<file path="src/rtl/train_sequencer_if.sv">
// Control/status bundle between the train controller and the station-stop sequencer.
interface train_sequencer_if #(
    parameter int unsigned TW = 19
);
    logic          start;
    logic          at_station;
    logic          obstruct;
    logic          estop;
    logic [TW-1:0] t1;
    logic [TW-1:0] t0;
    logic [3:0]    present_state;
    logic [TW-1:0] count;
    logic          motor_en;
    logic          brake;
    logic          door_open;
    logic          cycle_done;

    modport master (
        output start, at_station, obstruct, estop, t1, t0,
        input  present_state, count, motor_en, brake, door_open, cycle_done
    );

    modport slave (
        input  start, at_station, obstruct, estop, t1, t0,
        output present_state, count, motor_en, brake, door_open, cycle_done
    );
endinterface

</file>
<file path="src/rtl/train_sequencer.sv">
// Station-stop sequencer: RUN -> BRAKE -> DOOR_OPEN -> DWELL -> DOOR_CLOSE -> RUN,
// with obstruction retry and emergency-stop override.
module train_sequencer #(
    parameter int unsigned TW = 19
) (
    input logic          clk,
    input logic          rst_n,
    train_sequencer_if.slave bus
);
    typedef enum logic [3:0] {
        StIdle      = 4'b0000,
        StRun       = 4'b0001,
        StBrake     = 4'b0010,
        StDoorOpen  = 4'b0011,
        StDwell     = 4'b0100,
        StDoorClose = 4'b0101,
        StEstop     = 4'b1111
    } state_e;

    state_e        state_q, state_d;
    logic [TW-1:0] count_q, count_d;
    logic          motor_q, brake_q, door_q, done_q, done_d;
    logic          expired;

    // A loaded duration of 0 or 1 both expire on the first cycle, so D=0 acts as D=1.
    always_comb begin
        state_d = StIdle;
        count_d = '0;
        done_d  = 1'b0;
        expired = (count_q <= TW'(1));
        if (bus.estop) begin
            state_d = StEstop;
        end else begin
            case (state_q)
                StEstop: state_d = StIdle;
                StIdle:  state_d = bus.start ? StRun : StIdle;
                StRun: begin
                    if (bus.at_station) begin
                        state_d = StBrake;
                        count_d = bus.t1;
                    end else begin
                        state_d = StRun;
                    end
                end
                StBrake, StDoorOpen, StDwell: begin
                    if (expired) begin
                        state_d = (state_q == StBrake) ? StDoorOpen :
                                  (state_q == StDoorOpen) ? StDwell : StDoorClose;
                        count_d = bus.t0;
                    end else begin
                        state_d = state_q;
                        count_d = count_q - TW'(1);
                    end
                end
                StDoorClose: begin
                    if (bus.obstruct) begin
                        state_d = StDoorOpen;
                        count_d = bus.t0;
                    end else if (expired) begin
                        state_d = StRun;
                        done_d  = 1'b1;
                    end else begin
                        state_d = StDoorClose;
                        count_d = count_q - TW'(1);
                    end
                end
                default: state_d = StIdle;
            endcase
        end
    end

    // Actuators decode the next state so they change together with present_state.
    always_ff @(posedge clk) begin
        if (!rst_n) begin
            state_q <= StIdle;
            count_q <= '0;
            motor_q <= 1'b0;
            brake_q <= 1'b0;
            door_q  <= 1'b0;
            done_q  <= 1'b0;
        end else begin
            state_q <= state_d;
            count_q <= count_d;
            motor_q <= (state_d == StRun);
            brake_q <= (state_d == StBrake) || (state_d == StEstop);
            door_q  <= (state_d == StDoorOpen) || (state_d == StDwell);
            done_q  <= done_d;
        end
    end

    assign bus.present_state = state_q;
    assign bus.count         = count_q;
    assign bus.motor_en      = motor_q;
    assign bus.brake         = brake_q;
    assign bus.door_open     = door_q;
    assign bus.cycle_done    = done_q;
endmodule

</file>
<file path="src/flat_wrapper.sv">
// flat-port wrapper written by rule: the top's interface ports become plain ports
module train_sequencer_flat 
#(
    parameter int unsigned TW = 19
)
  (clk, rst_n, bus_start, bus_at_station, bus_obstruct, bus_estop, bus_t1, bus_t0, bus_present_state, bus_count, bus_motor_en, bus_brake, bus_door_open, bus_cycle_done);
  train_sequencer_if #(.TW(TW)) bus_i ();
  input logic clk;
  input logic rst_n;
  input wire logic [$bits(bus_i.start)-1:0] bus_start;
  input wire logic [$bits(bus_i.at_station)-1:0] bus_at_station;
  input wire logic [$bits(bus_i.obstruct)-1:0] bus_obstruct;
  input wire logic [$bits(bus_i.estop)-1:0] bus_estop;
  input wire logic [$bits(bus_i.t1)-1:0] bus_t1;
  input wire logic [$bits(bus_i.t0)-1:0] bus_t0;
  output wire logic [$bits(bus_i.present_state)-1:0] bus_present_state;
  output wire logic [$bits(bus_i.count)-1:0] bus_count;
  output wire logic [$bits(bus_i.motor_en)-1:0] bus_motor_en;
  output wire logic [$bits(bus_i.brake)-1:0] bus_brake;
  output wire logic [$bits(bus_i.door_open)-1:0] bus_door_open;
  output wire logic [$bits(bus_i.cycle_done)-1:0] bus_cycle_done;
  assign bus_i.start = bus_start;
  assign bus_i.at_station = bus_at_station;
  assign bus_i.obstruct = bus_obstruct;
  assign bus_i.estop = bus_estop;
  assign bus_i.t1 = bus_t1;
  assign bus_i.t0 = bus_t0;
  assign bus_present_state = bus_i.present_state;
  assign bus_count = bus_i.count;
  assign bus_motor_en = bus_i.motor_en;
  assign bus_brake = bus_i.brake;
  assign bus_door_open = bus_i.door_open;
  assign bus_cycle_done = bus_i.cycle_done;
  train_sequencer #(.TW(TW)) u_core (.clk(clk), .rst_n(rst_n), .bus(bus_i));
endmodule
</file>
<file path="config.mk">
export PLATFORM = sky130hd
export DESIGN_NAME = train_sequencer_flat
export DESIGN_NICKNAME = d
export VERILOG_FILES = /design/src/rtl/train_sequencer_if.sv /design/src/rtl/train_sequencer.sv /design/src/flat_wrapper.sv
export SDC_FILE = /design/constraint.sdc
export NUM_CORES = 1
export LEC_CHECK = 0
export CAP_MARGIN = 25
export CORE_AREA = 10 10 76 78
export CTS_BUF_LIST = sky130_fd_sc_hd__clkbuf_16
export DETAILED_ROUTE_END_ITERATION = 8
export DIE_AREA = 0 0 86 88
export PLACE_DENSITY_LB_ADDON = 0.1
export SLEW_MARGIN = 20
export SYNTH_ARGS = -nofsm -noshare
export SYNTH_HDL_FRONTEND = slang
export SYNTH_SLANG_ARGS = --single-unit
export TNS_END_PERCENT = 30
</file>
<file path="constraint.sdc">
create_clock -name clk -period 3.3 [get_ports clk]
set_clock_uncertainty 0.15 [all_clocks]
set_input_delay 0.66 -clock clk [delete_from_list [all_inputs] [get_ports clk]]
set_output_delay 0.66 -clock clk [all_outputs]
set_load 0.01 [all_outputs]
</file>
==> results.json <==
{
  "status": "completed",
  "worst_pin_slew_ns": 0.6842,
  "path_max_fanout": 10,
  "fp.dieArea_mm2": 0.007568,
  "async_reset_ff_share_pct": 0,
  "syn_inst": 222,
  "totalWireLength_mm": 5.568,
  "antenna_found_initial": 0,
  "track_usage_pct": 14.21,
  "holdWs_ns": 0.4788,
  "grt_pass1_vias": 1911,
  "synth.avg_cell_area_um2": 7.936,
  "via_per_inst": 5.603,
  "start_kind": "flop",
  "synth.top_cell.area_share_pct": 30.68,
  "power.total_w": 0.001238,
  "routedWlPerCell_um": 16.23,
  "whs_path_depth": 2,
  "drt_iter0_markers": 99,
  "grt_pass1_wl_mm": 9.108,
  "postCtsHoldBufs": 0,
  "drive_gt1_share_pct": 6.873,
  "port_buffers": 70,
  "firstDrtPassIters": 4,
  "yosysMostFrequentCell": "dfxtp_1",
  "io_pins": 71,
  "tritoncts": "done",
  "cts_sinks": 27,
  "cts_root_buf": "clkbuf_16",
  "arrival_ns": 2.61,
  "crit_start": "u_core.bus.count[12]",
  "clk_latency_ns": 0.26,
  "required_ns": 3.32,
  "cts_setup_buffers": 0,
  "drv_cap": 0,
  "r2r_cells": 6,
  "ant_nets": 0,
  "peakVddDrop_mv": 0.2406,
  "slew_headroom_pct": 54.27,
  "htreeDepth": 1,
  "period_share_pct": 78.38,
  "die_x_um": 86,
  "grt_max_degree": 25,
  "synth-edff-count": 0,
  "vias": 1922,
  "diodes": 0,
  "slew_viol_final": 0,
  "cts_buffer_depth": 2,
  "yosysTopAreaCell": "dfxtp_1",
  "syn_area_mm2": 0.001762,
  "postCtsResizedCells": 0,
  "syn-num-nets": 268,
  "die_y_um": 88,
  "finalSetupTns_ns": 0,
  "r2r_setup_slack_ns": 0.71,
  "power_density_mw_per_mm2": 475.7,
  "core_mm2": 0.004294,
  "synth_seq_area_share_pct": 30.68,
  "end_kind": "flop",
  "r2r_start": "u_core.bus.count[12]",
  "start_util_pct": 41.03,
  "numCtsBuffers": 3,
  "nFillCells": 403,
  "synth_ff_type": "dfxtp_1",
  "grt-ovfl-total": 0,
  "total_leakage_power_nw": 0.9196,
  "place_congestion": 0.8166,
  "min_period_ns": 2.586,
  "ys_ff_latch": 27,
  "setup_viol": 0,
  "synthTopCellsByCount": "dfxtp_1 (27), nor2b_1 (21), a21oi_1 (16), o21ai_0 (16), a22oi_1 (14)",
  "hp-class": "reg2reg",
  "path_clk_slew_ns": 0.07,
  "fin_nets": 338,
  "crit_type": "reg2reg",
  "hold_path_end": "u_core.bus.cycle_done",
  "worstHoldStart": "u_core.bus.present_state[2]",
  "synth_top_cells_by_area": "dfxtp_1 (31%), nor2b_1 (7.5%), a22oi_1 (6.0%), a21oi_1 (4.5%), o21ai_0 (4.5%)",
  "timing.rr.end": "u_core.bus.count[0]",
  "rows": 24,
  "ys_warn_count": 0,
  "rsz0062_at_grt": "false",
  "hold_violations": 0,
  "area_growth_pct": 47.73,
  "synth.distinct_cells": 42,
  "max_freq_mhz": 386.6,
  "dp_hpwl_mm": 4.248,
  "route.detailed.drc": 0
}
## report_power, final
| part | total [W] | switching, W | internal (W) |
|---|---|---|---|
| Sequential | 0.000385 | 0.0000346 | 0.000351 |
| Combinational | 0.000576 | 0.000301 | 0.000276 |
| Clock | 0.000277 | 0.000114 | 0.000162 |
| Total | 0.00124 | 0.000449 | 0.000789 |
## metal layers
| metal | vias to the layer above | GRT usage (%) | part of all wire (%) |
|---|---|---|---|
| li1 | 962 | - | - |
| met1 | 890 | 17.19 | 43 |
| met2 | 68 | 24.07 | 48 |
| met3 | 2 | 4.735 | 8.7 |
| met4 | 0 | 2.545 | 0.36 |
| met5 | - | 0 | 0 |
## per-stage QoR
stage	instance area (um2)	setup WS, ns	cells	util (%)
5_1_grt	2603	0.5772	343	60.61
4_1_cts	2603	0.7213	343	60.61
2_1_floorplan	1762	0.9191	222	-
3_3_place_gp	2524	0.7199	339	58.77
3_5_place_dp	2524	0.6736	339	58.77
6_report	2603	0.7136	343	60.61
## placed cells by master (no fill, tap or decap), types with 3 or more instances in the layout
cell type / count
o21a_1: 5
buf_4: 6
nand3_1: 4
nor3_1: 7
inv_1: 6
nand2_1: 12
xnor2_1: 6
nand2b_1: 7
a21oi_1: 16
a22oi_1: 14
o21ai_0: 16
a31oi_1: 6
nor2_1: 12
clkdlybuf4s50_1: 70
nor4_1: 6
nor2b_1: 21
dfxtp_1: 27
o21ai_1: 9
clkbuf_16: 3
xor2_1: 5
## cell families (layout without fill, tap and decap cells)
| group | count (synthesis) | in the layout | share of synthesized area, % |
|---|---|---|---|
| AND/OR/NAND/NOR | 83 | 83 | 26.56 |
| AO/OA/AOI/OAI | 81 | 81 | 30.26 |
| multiplexers | 2 | 2 | 1.136 |
| adder cells (fa/ha/maj) | 2 | 2 | 1.420 |
| XOR/XNOR | 11 | 11 | 5.469 |
| flip-flops | 27 | 27 | 30.68 |
| buffers and inverters | 16 | 85 | 4.475 |
## critical path: stages (launching register included)
cell and delay, ns:
dfxtp_1 0.36, or4_4 0.57, or4_4 0.49, a211oi_4 0.44, buf_4 0.26, o21ai_1 0.07, a21oi_1 0.16
## sequential cells by signal, indices dropped and copies added (netlist names)
signal,count
u_core.bus.count,19
u_core.bus.present_state,4
u_core.bus.brake,1
u_core.bus.cycle_done,1
u_core.bus.door_open,1
u_core.bus.motor_en,1
## layout make-up
type,instances,area (um2),area share (%)
clock inverters,1,3.754,0.1442
clock buffers,3,75.07,2.885
repair buffers,76,745.7,28.65
multi-input cells,179,1154,44.33
flip-flops and latches,27,540.5,20.77
well taps,52,65.06,2.500
inverters,5,18.77,0.7212
## how the worst max path moves through the flow
stage / end / slack [ns] / cells past startpoint
after floorplan: u_core.bus.count[12] / 0.92 / 7
after detailed placement: u_core.bus.count[18] / 0.67 / 7
after global routing: u_core.bus.count[0] / 0.58 / 6
final: u_core.bus.count[0] / 0.71 / 6
after CTS: u_core.bus.count[0] / 0.72 / 6
after global placement: u_core.bus.count[18] / 0.72 / 7
Power figures use the tool's default switching activity.
==> RTL edit: new RTL, same settings <==
Reset style: asynchronous (`rst_n`), changed in one clocked block.
--- a/src/rtl/train_sequencer.sv
+++ b/src/rtl/train_sequencer.sv
@@ -70,7 +70,7 @@
     end
 
     // Actuators decode the next state so they change together with present_state.
-    always_ff @(posedge clk) begin
+    always_ff @(posedge clk or negedge rst_n) begin
         if (!rst_n) begin
             state_q <= StIdle;
             count_q <= '0;
Formal check against the unedited RTL: differs if rst_n is asserted again (counterexample within 4 cycles, from zero or initial values and one cycle with rst_n low); with rst_n held inactive, the same outputs for 10 cycles.
==> RTL edit against the unedited design <==
Clock power up 5%. Total power down 1.6%. Highest routed layer unchanged. Area after synthesis down 2.8%. Routed wire length up 0.14%. Sequential cell count unchanged. Die area unchanged. Largest cell class unchanged. Cell area down 1.8%. Setup slack better by 0.089 ns.
==> RTL edit: results (changes against the unedited design) <==
Outcome:
- Outcome: finished, final reports clean (unchanged).

GRT:
- The total routing resource utilization after global routing was 14.5% (was 14.2%).
- The pin count of the biggest net entering global routing is 28 (was 25).
- The initial antenna violation count came to 0 (unchanged).
- The number of global-route vias before repair is 1703 (was 1911).
- The first-pass GRT wire length is 8980 um (was 9110 um).

Critical path:
- The largest stage delay on the critical path is 0.54 ns (was 0.57 ns).
- The maximum fanout encountered on the critical timing path is 11 (was 10).
- The library cell contributing the largest single delay on the critical path is sky130_fd_sc_hd__o31ai_4 (was sky130_fd_sc_hd__or4_4).
- The kind of cell adding the most delay to the critical path is compound AO/OA/AOI/OAI gates (was simple AND/OR/NAND/NOR gates).
- The signal arrival time at the worst endpoint is 2.54 ns (was 2.61 ns).

Clocking:
- The number of cells upsized or downsized after cts is 0 (unchanged).
- The CTS buffer count is 3 (unchanged).
- The clock edge transition at the registers on the reported setup and hold paths is 0.07 ns (about the same).

Synthesis:
- The unique cell type count in the Yosys netlist was 50 (was 42).
- Cell types with the largest area share after synthesis: sky130_fd_sc_hd__dfrtp_1 39%, sky130_fd_sc_hd__a222oi_1 6.4%, sky130_fd_sc_hd__xnor2_1 4.6%, sky130_fd_sc_hd__nor3_1 3.8%, sky130_fd_sc_hd__nor2_1 3.7% (was sky130_fd_sc_hd__dfxtp_1 31%, sky130_fd_sc_hd__nor2b_1 7.5%, sky130_fd_sc_hd__a22oi_1 6.0%, sky130_fd_sc_hd__a21oi_1 4.5%, sky130_fd_sc_hd__o21ai_0 4.5%).
- The synthesized area per cell was 9.30 sq um (was 7.94 sq um).
- The async set-or-reset flop fraction in the synthesized netlist came to 100% (was 0%).
- The proportion of synthesized chip area in sequential cells was 39.5% (was 30.7%).
- Top cells by instance count after synthesis: 27 x sky130_fd_sc_hd__dfrtp_1, 17 x sky130_fd_sc_hd__nor2_1, 14 x sky130_fd_sc_hd__nand2_1 (was 27 x sky130_fd_sc_hd__dfxtp_1, 21 x sky130_fd_sc_hd__nor2b_1, 16 x sky130_fd_sc_hd__a21oi_1, 16 x sky130_fd_sc_hd__o21ai_0, 14 x sky130_fd_sc_hd__a22oi_1).
- The post-synthesis net count is 230 (was 268).

Timing:
- The slew at the pin closest to its max-slew limit is 0.676 ns (was 0.684 ns).

Place:
- The post-DP HPWL came to 4220 um (was 4250 um).
- The final RePlAce weighted congestion was 0.857 (was 0.817).

Pwr:
- The worst vdd rail ir drop came to 218 uV (was 241 uV).
- The leakage dissipation is 1.04 nW (was 0.920 nW).

Drt:
- The final routed DRC violation total is 0 (unchanged).
- The number of violations reported at the end of detailed-routing iteration 0 is 202 (was 99).
- The detailed-route wire length was 5580 um (was 5570 um).
- The detailed-router iteration count before antenna repair is 5 (was 4).
- The average vias per placed instance is 5.61 (was 5.60).

Layout:
- The count of filler cells inserted in the layout was 402 (was 403).
- The total number of nets in the final design was 300 (was 338).
- The count of placed standard cells in the final layout, fillers left out is 305 (was 343).
- The share of layout cells above drive strength 1 was 7.91% (was 6.87%).
-- RTL edit: tightest hold or removal path: cells and delay by family, from the launching register on --
family	cells	cell delay [ns]
AO/OA/AOI/OAI	1	0.07
XOR/XNOR	1	0.13
flip-flops	1	0.41
-- RTL edit: per-stage QoR --
stage | hold WS (ns) | worst slack [ns] | utilization (%) | area (sq um)
3_5_place_dp | 0.486 | 0.618 | 57.6 | 2470
3_3_place_gp | 0.490 | 0.676 | 57.4 | 2470
4_1_cts | 0.496 | 0.814 | 59.5 | 2560
5_1_grt | 0.539 | 0.632 | 59.5 | 2560
6_report | 0.496 | 0.803 | 59.5 | 2560
2_1_floorplan | 0.214 | 1.04 | - | 1710
-- RTL edit: layout make-up --
cell class | instances | area share (%)
multi-input cells | 141 | 38.0
repair buffers | 75 | 28.9
flip-flops and latches | 27 | 26.4
clock buffers | 3 | 2.94
well taps | 52 | 2.55
inverters | 6 | 0.881
clock inverters | 1 | 0.294
-- RTL edit: routing by layer --
layer	track usage [%]	wire length [um]	vias to the layer above
met5	0	0	-
met4	3.14	21	0
met3	5.20	496	2
met2	21.8	2420	65
met1	19.3	2640	802
li1	-	-	841
-- RTL edit: logic make-up (layout without fill, tap and decap cells) --
group / Yosys count / in the layout / synth area share (%)
AOI/OAI and AO/OA: 49 / 49 / 23.3
xor gates and xnor gates: 14 / 14 / 7.16
adders and majority gates: 2 / 2 / 1.46
buffers and inverters: 16 / 85 / 4.31
DFF: 27 / 27 / 39.5
muxes: 1 / 1 / 0.585
and+or+nand+nor: 75 / 75 / 23.7
-- RTL edit: report_power, final --
part	leakage (nW)	internal, mW	switching [mW]
combinational	0.643	0.270	0.261
clock	0.0371	0.165	0.126
sequential	0.362	0.355	0.0411
total	1.04	0.790	0.428
-- RTL edit: worst paths after layout --
| path | startpoint | end | slack, ns | depth (start not counted) |
|---|---|---|---|---|
| min in group asynchronous | rst_n | u_core.bus.count[15] | 0.62 | 2 |
| worst min-delay path | u_core.bus.count[16] | u_core.bus.count[16] | 0.50 | 2 |
| max in group asynchronous | rst_n | u_core.bus.count[10] | 2.12 | 2 |
| worst min register to register | u_core.bus.count[16] | u_core.bus.count[16] | 0.50 | 2 |
| worst max-delay path | u_core.bus.count[10] | u_core.bus.count[13] | 0.80 | 6 |
| worst max register to register | u_core.bus.count[10] | u_core.bus.count[13] | 0.80 | 6 |
